### src/rtl/mem_stage_ctrl_pkg.sv
// mips_pkg: types and bit positions shared by the MEM-stage controller files.
//   mem_state_t : controller state (IDLE, REQ)
//   REGWRITE / MEMTOREG : bit positions inside the 2-bit WB control field
//   ERR_* : bit positions inside the sticky mem_err vector
package mips_pkg;

  typedef enum logic {
    IDLE = 1'b0,
    REQ  = 1'b1
  } mem_state_t;

  localparam int REGWRITE = 1;
  localparam int MEMTOREG = 0;

  localparam int ERR_TIMEOUT  = 2;
  localparam int ERR_MISALIGN = 1;
  localparam int ERR_RWCONF   = 0;

endpackage

### src/rtl/mem_stage_ctrl_if.sv
// Data-memory request/acknowledge bus.
//   dmem_req   : request valid (master -> slave)
//   dmem_we    : 1 = write
//   dmem_addr  : word-aligned byte address
//   dmem_wdata : write data
//   dmem_ack   : slave completes the request this cycle (slave -> master)
//   dmem_rdata : read data, valid with dmem_ack
interface mem_stage_ctrl_if;

  logic        dmem_req;
  logic        dmem_we;
  logic [31:0] dmem_addr;
  logic [31:0] dmem_wdata;
  logic        dmem_ack;
  logic [31:0] dmem_rdata;

  modport master (
    output dmem_req, dmem_we, dmem_addr, dmem_wdata,
    input  dmem_ack, dmem_rdata
  );

  modport slave (
    input  dmem_req, dmem_we, dmem_addr, dmem_wdata,
    output dmem_ack, dmem_rdata
  );

endinterface

### src/rtl/mem_stage_ctrl_mem_wb.sv
// MEM/WB pipeline register with synchronous active-high reset and load enable.
//   clk, reset        : clock, synchronous reset (clears every field)
//   load              : capture the *_in fields at the rising edge
//   ctl/memdata/alu/dest/valid _in : next slot contents
//   wb_*              : registered slot contents
module mem_wb (
  input  logic        clk,
  input  logic        reset,
  input  logic        load,
  input  logic [1:0]  ctl_in,
  input  logic [31:0] memdata_in,
  input  logic [31:0] alu_in,
  input  logic [4:0]  dest_in,
  input  logic        valid_in,
  output logic [1:0]  wb_ctl,
  output logic [31:0] wb_memdata,
  output logic [31:0] wb_alu,
  output logic [4:0]  wb_dest,
  output logic        wb_valid
);

  always_ff @(posedge clk) begin
    if (reset) begin
      wb_ctl     <= '0;
      wb_memdata <= '0;
      wb_alu     <= '0;
      wb_dest    <= '0;
      wb_valid   <= 1'b0;
    end else if (load) begin
      wb_ctl     <= ctl_in;
      wb_memdata <= memdata_in;
      wb_alu     <= alu_in;
      wb_dest    <= dest_in;
      wb_valid   <= valid_in;
    end
  end

endmodule

### src/rtl/mem_stage_ctrl.sv
// MEM-stage controller: resolves branches, runs the data-memory req/ack
// handshake with a timeout, stalls upstream while an access is outstanding
// and loads the MEM/WB register.
//   clk, reset            : clock, synchronous active-high reset
//   in_valid .. dest_reg  : EX/MEM register outputs (held while stall = 1)
//   pcsrc, branch_target  : branch resolution (combinational)
//   stall                 : hold PC, IF/ID, ID/EX, EX/MEM
//   dmem                  : data-memory bus (master side)
//   wb_*                  : MEM/WB register outputs
//   mem_err               : sticky {timeout, misaligned, read/write conflict}
//
// state | meaning
// IDLE  | accept a slot; non-mem and illegal slots retire in one cycle
// REQ   | request outstanding, waiting for dmem_ack or timeout
module mem_stage_ctrl
  import mips_pkg::*;
#(
  parameter int TIMEOUT_CYCLES = 255,
  parameter int CNT_W          = 8
) (
  input  logic                  clk,
  input  logic                  reset,
  input  logic                  in_valid,
  input  logic [1:0]            ctlwb_in,
  input  logic                  branch,
  input  logic                  memread,
  input  logic                  memwrite,
  input  logic [31:0]           add_result,
  input  logic                  zero,
  input  logic [31:0]           alu_result,
  input  logic [31:0]           rdata2,
  input  logic [4:0]            dest_reg,
  output logic                  pcsrc,
  output logic [31:0]           branch_target,
  output logic                  stall,
  mem_stage_ctrl_if.master      dmem,
  output logic [1:0]            wb_ctl,
  output logic [31:0]           wb_memdata,
  output logic [31:0]           wb_alu,
  output logic [4:0]            wb_dest,
  output logic                  wb_valid,
  output logic [2:0]            mem_err
);

  mem_state_t       state;
  logic [CNT_W-1:0] cnt;
  logic             req_q;
  logic             we_q;
  logic [31:0]      addr_q;
  logic [31:0]      wdata_q;

  logic memop, rw_conf, misalign, illegal, legal_memop, tmo;

  assign pcsrc         = in_valid & branch & zero;
  assign branch_target = add_result;

  assign memop       = in_valid & (memread | memwrite);
  assign rw_conf     = memread & memwrite;
  assign misalign    = (alu_result[1:0] != 2'b00);
  assign illegal     = memop & (rw_conf | misalign);
  assign legal_memop = memop & ~illegal;

  // Ack wins over timeout when both land on the terminal-count cycle.
  assign tmo = (state == REQ) & ~dmem.dmem_ack & (cnt == CNT_W'(TIMEOUT_CYCLES));

  assign stall = ((state == IDLE) & legal_memop) |
                 ((state == REQ) & ~dmem.dmem_ack & ~tmo);

  assign dmem.dmem_req   = req_q;
  assign dmem.dmem_we    = we_q;
  assign dmem.dmem_addr  = addr_q;
  assign dmem.dmem_wdata = wdata_q;

  always_ff @(posedge clk) begin
    if (reset) begin
      state   <= IDLE;
      cnt     <= '0;
      req_q   <= 1'b0;
      we_q    <= 1'b0;
      addr_q  <= '0;
      wdata_q <= '0;
      mem_err <= '0;
    end else begin
      case (state)
        IDLE: begin
          if (memop && rw_conf)  mem_err[ERR_RWCONF]   <= 1'b1;
          if (memop && misalign) mem_err[ERR_MISALIGN] <= 1'b1;
          if (legal_memop) begin
            state   <= REQ;
            cnt     <= '0;
            req_q   <= 1'b1;
            we_q    <= memwrite;
            addr_q  <= {alu_result[31:2], 2'b00};
            wdata_q <= rdata2;
          end
        end
        REQ: begin
          if (dmem.dmem_ack) begin
            state <= IDLE;
            req_q <= 1'b0;
          end else if (tmo) begin
            state                <= IDLE;
            req_q                <= 1'b0;
            mem_err[ERR_TIMEOUT] <= 1'b1;
          end else begin
            cnt <= cnt + 1'b1;
          end
        end
        default: state <= IDLE;
      endcase
    end
  end

  // Next MEM/WB contents. A stalled cycle inserts a bubble once, then holds.
  logic [1:0]  ctl_d;
  logic [31:0] memdata_d;
  logic [31:0] alu_d;
  logic [4:0]  dest_d;
  logic        valid_d;
  logic        wb_load;

  always_comb begin
    ctl_d     = ctlwb_in;
    memdata_d = '0;
    alu_d     = alu_result;
    dest_d    = dest_reg;
    valid_d   = in_valid;
    if (state == REQ) begin
      if (tmo)        ctl_d[REGWRITE] = 1'b0;
      else if (!we_q) memdata_d = dmem.dmem_rdata;
    end else if (illegal) begin
      ctl_d[REGWRITE] = 1'b0;
    end
    if (stall) begin
      ctl_d     = '0;
      memdata_d = '0;
      alu_d     = '0;
      dest_d    = '0;
      valid_d   = 1'b0;
    end
  end

  assign wb_load = ~stall | wb_valid;

  mem_wb u_mem_wb (
    .clk        (clk),
    .reset      (reset),
    .load       (wb_load),
    .ctl_in     (ctl_d),
    .memdata_in (memdata_d),
    .alu_in     (alu_d),
    .dest_in    (dest_d),
    .valid_in   (valid_d),
    .wb_ctl     (wb_ctl),
    .wb_memdata (wb_memdata),
    .wb_alu     (wb_alu),
    .wb_dest    (wb_dest),
    .wb_valid   (wb_valid)
  );

endmodule

### src/flat_wrapper.sv
// flat-port wrapper written by rule: the top's interface ports become plain ports
module mem_stage_ctrl_flat import mips_pkg::*;
#(
  parameter int TIMEOUT_CYCLES = 255,
  parameter int CNT_W          = 8
)
  (clk, reset, in_valid, ctlwb_in, branch, memread, memwrite, add_result, zero, alu_result, rdata2, dest_reg, pcsrc, branch_target, stall, wb_ctl, wb_memdata, wb_alu, wb_dest, wb_valid, mem_err, dmem_dmem_req, dmem_dmem_we, dmem_dmem_addr, dmem_dmem_wdata, dmem_dmem_ack, dmem_dmem_rdata);
  mem_stage_ctrl_if dmem_i ();
  input  logic clk;
  input  logic reset;
  input  logic in_valid;
  input  logic [1:0] ctlwb_in;
  input  logic branch;
  input  logic memread;
  input  logic memwrite;
  input  logic [31:0] add_result;
  input  logic zero;
  input  logic [31:0] alu_result;
  input  logic [31:0] rdata2;
  input  logic [4:0] dest_reg;
  output logic pcsrc;
  output logic [31:0] branch_target;
  output logic stall;
  output logic [1:0] wb_ctl;
  output logic [31:0] wb_memdata;
  output logic [31:0] wb_alu;
  output logic [4:0] wb_dest;
  output logic wb_valid;
  output logic [2:0] mem_err;
  output wire logic [$bits(dmem_i.dmem_req)-1:0] dmem_dmem_req;
  output wire logic [$bits(dmem_i.dmem_we)-1:0] dmem_dmem_we;
  output wire logic [$bits(dmem_i.dmem_addr)-1:0] dmem_dmem_addr;
  output wire logic [$bits(dmem_i.dmem_wdata)-1:0] dmem_dmem_wdata;
  input wire logic [$bits(dmem_i.dmem_ack)-1:0] dmem_dmem_ack;
  input wire logic [$bits(dmem_i.dmem_rdata)-1:0] dmem_dmem_rdata;
  assign dmem_dmem_req = dmem_i.dmem_req;
  assign dmem_dmem_we = dmem_i.dmem_we;
  assign dmem_dmem_addr = dmem_i.dmem_addr;
  assign dmem_dmem_wdata = dmem_i.dmem_wdata;
  assign dmem_i.dmem_ack = dmem_dmem_ack;
  assign dmem_i.dmem_rdata = dmem_dmem_rdata;
  mem_stage_ctrl #(.TIMEOUT_CYCLES(TIMEOUT_CYCLES), .CNT_W(CNT_W)) u_core (.clk(clk), .reset(reset), .in_valid(in_valid), .ctlwb_in(ctlwb_in), .branch(branch), .memread(memread), .memwrite(memwrite), .add_result(add_result), .zero(zero), .alu_result(alu_result), .rdata2(rdata2), .dest_reg(dest_reg), .pcsrc(pcsrc), .branch_target(branch_target), .stall(stall), .dmem(dmem_i), .wb_ctl(wb_ctl), .wb_memdata(wb_memdata), .wb_alu(wb_alu), .wb_dest(wb_dest), .wb_valid(wb_valid), .mem_err(mem_err));
endmodule
### config.mk
export PLATFORM = sky130hd
export DESIGN_NAME = mem_stage_ctrl_flat
export DESIGN_NICKNAME = d
export VERILOG_FILES = /design/src/rtl/mem_stage_ctrl_pkg.sv /design/src/rtl/mem_stage_ctrl_if.sv /design/src/rtl/mem_stage_ctrl_mem_wb.sv /design/src/rtl/mem_stage_ctrl.sv /design/src/flat_wrapper.sv
export SDC_FILE = /design/constraint.sdc
export NUM_CORES = 1
export LEC_CHECK = 0
export BUFFER_PORTS_ARGS = -buffer_cell sky130_fd_sc_hd__buf_2
export CORE_MARGIN = 8
export CORE_UTILIZATION = 30
export DETAILED_ROUTE_END_ITERATION = 8
export GPL_TIMING_DRIVEN = 0
export PLACE_DENSITY = 0.54
export SLEW_MARGIN = 20
export SYNTH_ARGS = -nofsm -noshare
export SYNTH_HDL_FRONTEND = slang
export SYNTH_SLANG_ARGS = --single-unit
### constraint.sdc
create_clock -name clk -period 4.8 [get_ports clk]
set_input_delay 0.24 -clock clk [delete_from_list [all_inputs] [get_ports clk]]
set_output_delay 0.24 -clock clk [all_outputs]
set_load 0.05 [all_outputs]
==> metrics.cfg <==
[outcome]
status=completed

[floorplan]
initial_utilization=0.3060
die-width_um=159.7
ios=318
die_area_um2=25490
die_y_um=159.7
row_count=52
core_area_um2=20230

[timing]
max_slew_margin=0.5322
finalHoldViolations=0
drv_slew=0
fin_skew_ns=0.008597
tns_ns=0
tightest_slew_ns=0.6992
finalSetupViolations=0
grt_setup_unrepaired=false
period_needed_ns=2.439
fmax_mhz=410.0
timing.final.crit_share=0.5082

[critical_path]
critPathLaunchType=register
critical_path_class=register to primary output
critPathArrivalTime_ns=2.20
path_max_fanout=10
end_kind=primary output
crit_required_ns=4.56

[power]
ir_drop_uv=225.7
leakage_nw=3.966
power.density_nw_per_um2=386.7

[logic_synthesis]
ys_types=36
synth_area_leaders=dfxtp_1 (48%), a21oi_1 (11%), nand2_1 (9.9%), nor2b_1 (7.3%), o21ai_0 (4.7%)
synth.yosys.seq_area_share=0.4785
avgSynthCellArea_um2=7.898
yosys_register_bits=148
yosys_warnings=0
synth_cells=784
synth.largest_area_cell=dfxtp_1
yosysTopAreaCellShare=0.4785
syn_area_um2=6192

[layout]
finish.net_count=1230
final_common_cell=buf_2
multi_input_area_um2=2645
fillerInstances=2163
drive_gt1_frac=0.3470
final_area_um2=8641
seq_area_um2=2963
fin_util=0.4270
final_cell_mix=buf_2 (298), nand2_1 (164), dfxtp_1 (148)
area_delta_synth_final_pct=39.54

[detailed_routing]
drc_errors=0
dr_total_vias=6363
ant_nets=0
drt_first_pass_iters=4
totalWireLength_um=23420
drtIter0Drc=288
via_per_inst=4.648
wl_per_cell_um=17.10

[global_route]
grt_pass1_wl_um=36800
first_global_vias=6517
grt_usage=0.1809
antenna_found_initial=2
grt_max_degree=17
grt_overflow=0

[placement]
dp_hpwl_um=17560
placed_cell_area_um2=7945
gp_congestion=0.7946
portBuffers=282

[clock_tree]
clk_pin_slew_ns=0.07
cts_buffer_depth=2
root_buffer=clkbuf_16
postCtsHoldBufs=0
cts_tree=done
clock_sinks=148
cts_max_level=4
insertion_delay_ns=0.42
post_cts_buffers=0
cts_resized=0
cts_inserted_buffers=17

[flow_run]
timing.max_cap.violations=0

[min_path]
hold_class=input port to register

[state kept, by name, indices dropped and copies added (netlist names), 2 cells and up]
| register | count |
|---|---|
| u_core.u_mem_wb.wb_ctl | 2 |
| u_core.mem_err | 3 |
| u_core.u_mem_wb.wb_dest | 5 |
| u_core.dmem.dmem_wdata | 32 |
| u_core.dmem.dmem_addr | 30 |
| u_core.cnt | 8 |
| u_core.u_mem_wb.wb_memdata | 32 |
| u_core.u_mem_wb.wb_alu | 32 |
[final cells by class]
class | instances | share of cell area
Antenna cell | 1 | 0.0002896
Buffer | 99 | 0.06719
Clock buffer | 19 | 0.05126
Clock inverter | 12 | 0.02896
Inverter | 2 | 0.0008688
Multi-Input combinational cell | 536 | 0.3061
Sequential cell | 148 | 0.3429
Tap cell | 270 | 0.03910
Timing Repair Buffer | 282 | 0.1633
[worst max-delay path: stages (launching register included)]
cell and delay, ns:
dfxtp_1 0.36, nor2b_1 0.32, nand3_1 0.37, buf_2 0.34
nand2_1 0.11, buf_2 0.28
[synthesized netlist by cell type]
library cell,n
a2111o_1,2
and2b_1,1
a211oi_1,2
a31oi_1,1
nand3_1,44
a31o_2,1
o21a_1,1
buf_4,35
nor3b_1,1
and4_1,2
dfxtp_1,148
clkbuf_1,32
nor3_1,3
ha_1,1
nor4_1,1
o211a_1,1
nand2b_1,3
clkbuf_2,10
and3_1,3
inv_1,2
xor2_1,1
o21ai_1,17
a41oi_1,1
a21oi_4,1
nand2_1,164
o2111ai_1,2
o21ai_0,58
xnor2_1,1
nor2b_1,72
a21oi_1,139
buf_6,6
nand4_1,1
conb_1,1
nor2_1,9
or3_1,1
buf_2,16
[report_power, final]
part           internal [mW]  switching (mW)
Clock                   1.04           0.551
Sequential              1.27          0.0201
Combinational          0.131           0.329
[logic make-up after synthesis]
logic type,Yosys count,synth area share
adders and majority gates,1,0.002020
AOI/OAI and AO/OA,226,0.1912
buffers and inverters,101,0.09497
other,1,0.0006056
DFF,148,0.4785
and+or+nand+nor,305,0.2299
xor gates and xnor gates,2,0.002829
[final timing paths]
path / startpoint / cells after the start / end / slack, ns
setup / recovery: u_core.state$_SDFF_PP0_ / 5 / stall / 2.36
hold / removal: dmem_dmem_rdata[28] / 3 / u_core.u_mem_wb.wb_memdata[28]$_SDFFE_PP0P_ / 0.05
setup reg to reg: u_core.cnt[0]$_SDFFE_PP0P_ / 7 / u_core.u_mem_wb.wb_alu[14]$_SDFFE_PP0P_ / 2.80
hold reg to reg: u_core.dmem.dmem_addr[21]$_SDFFE_PP0P_ / 2 / u_core.dmem.dmem_addr[21]$_SDFFE_PP0P_ / 0.45
[per-layer routing]
metal / share of wire / wire length (µm) / vias up / global-route usage
li1: - / - / 3188 / -
met3: 0.092 / 2161 / 26 / 0.08021
met4: 0.022 / 517 / 2 / 0.06518
met5: 0.00056 / 13 / - / 0
met1: 0.41 / 9670 / 2928 / 0.2043
met2: 0.47 / 11050 / 219 / 0.2977
[per-stage QoR]
step	total power [mW]	hold WS [ns]	std cells	worst slack [ns]
finish	3.342	0.04717	1369	2.361
global route	3.464	0.03036	1369	2.169
CTS	3.379	0.02593	1368	2.315
detailed placement	1.779	0.4433	1337	2.771
global placement	1.777	0.4382	1337	2.786
floorplan	1.626	0.3760	785	3.210
Power figures use the tool's default switching activity.
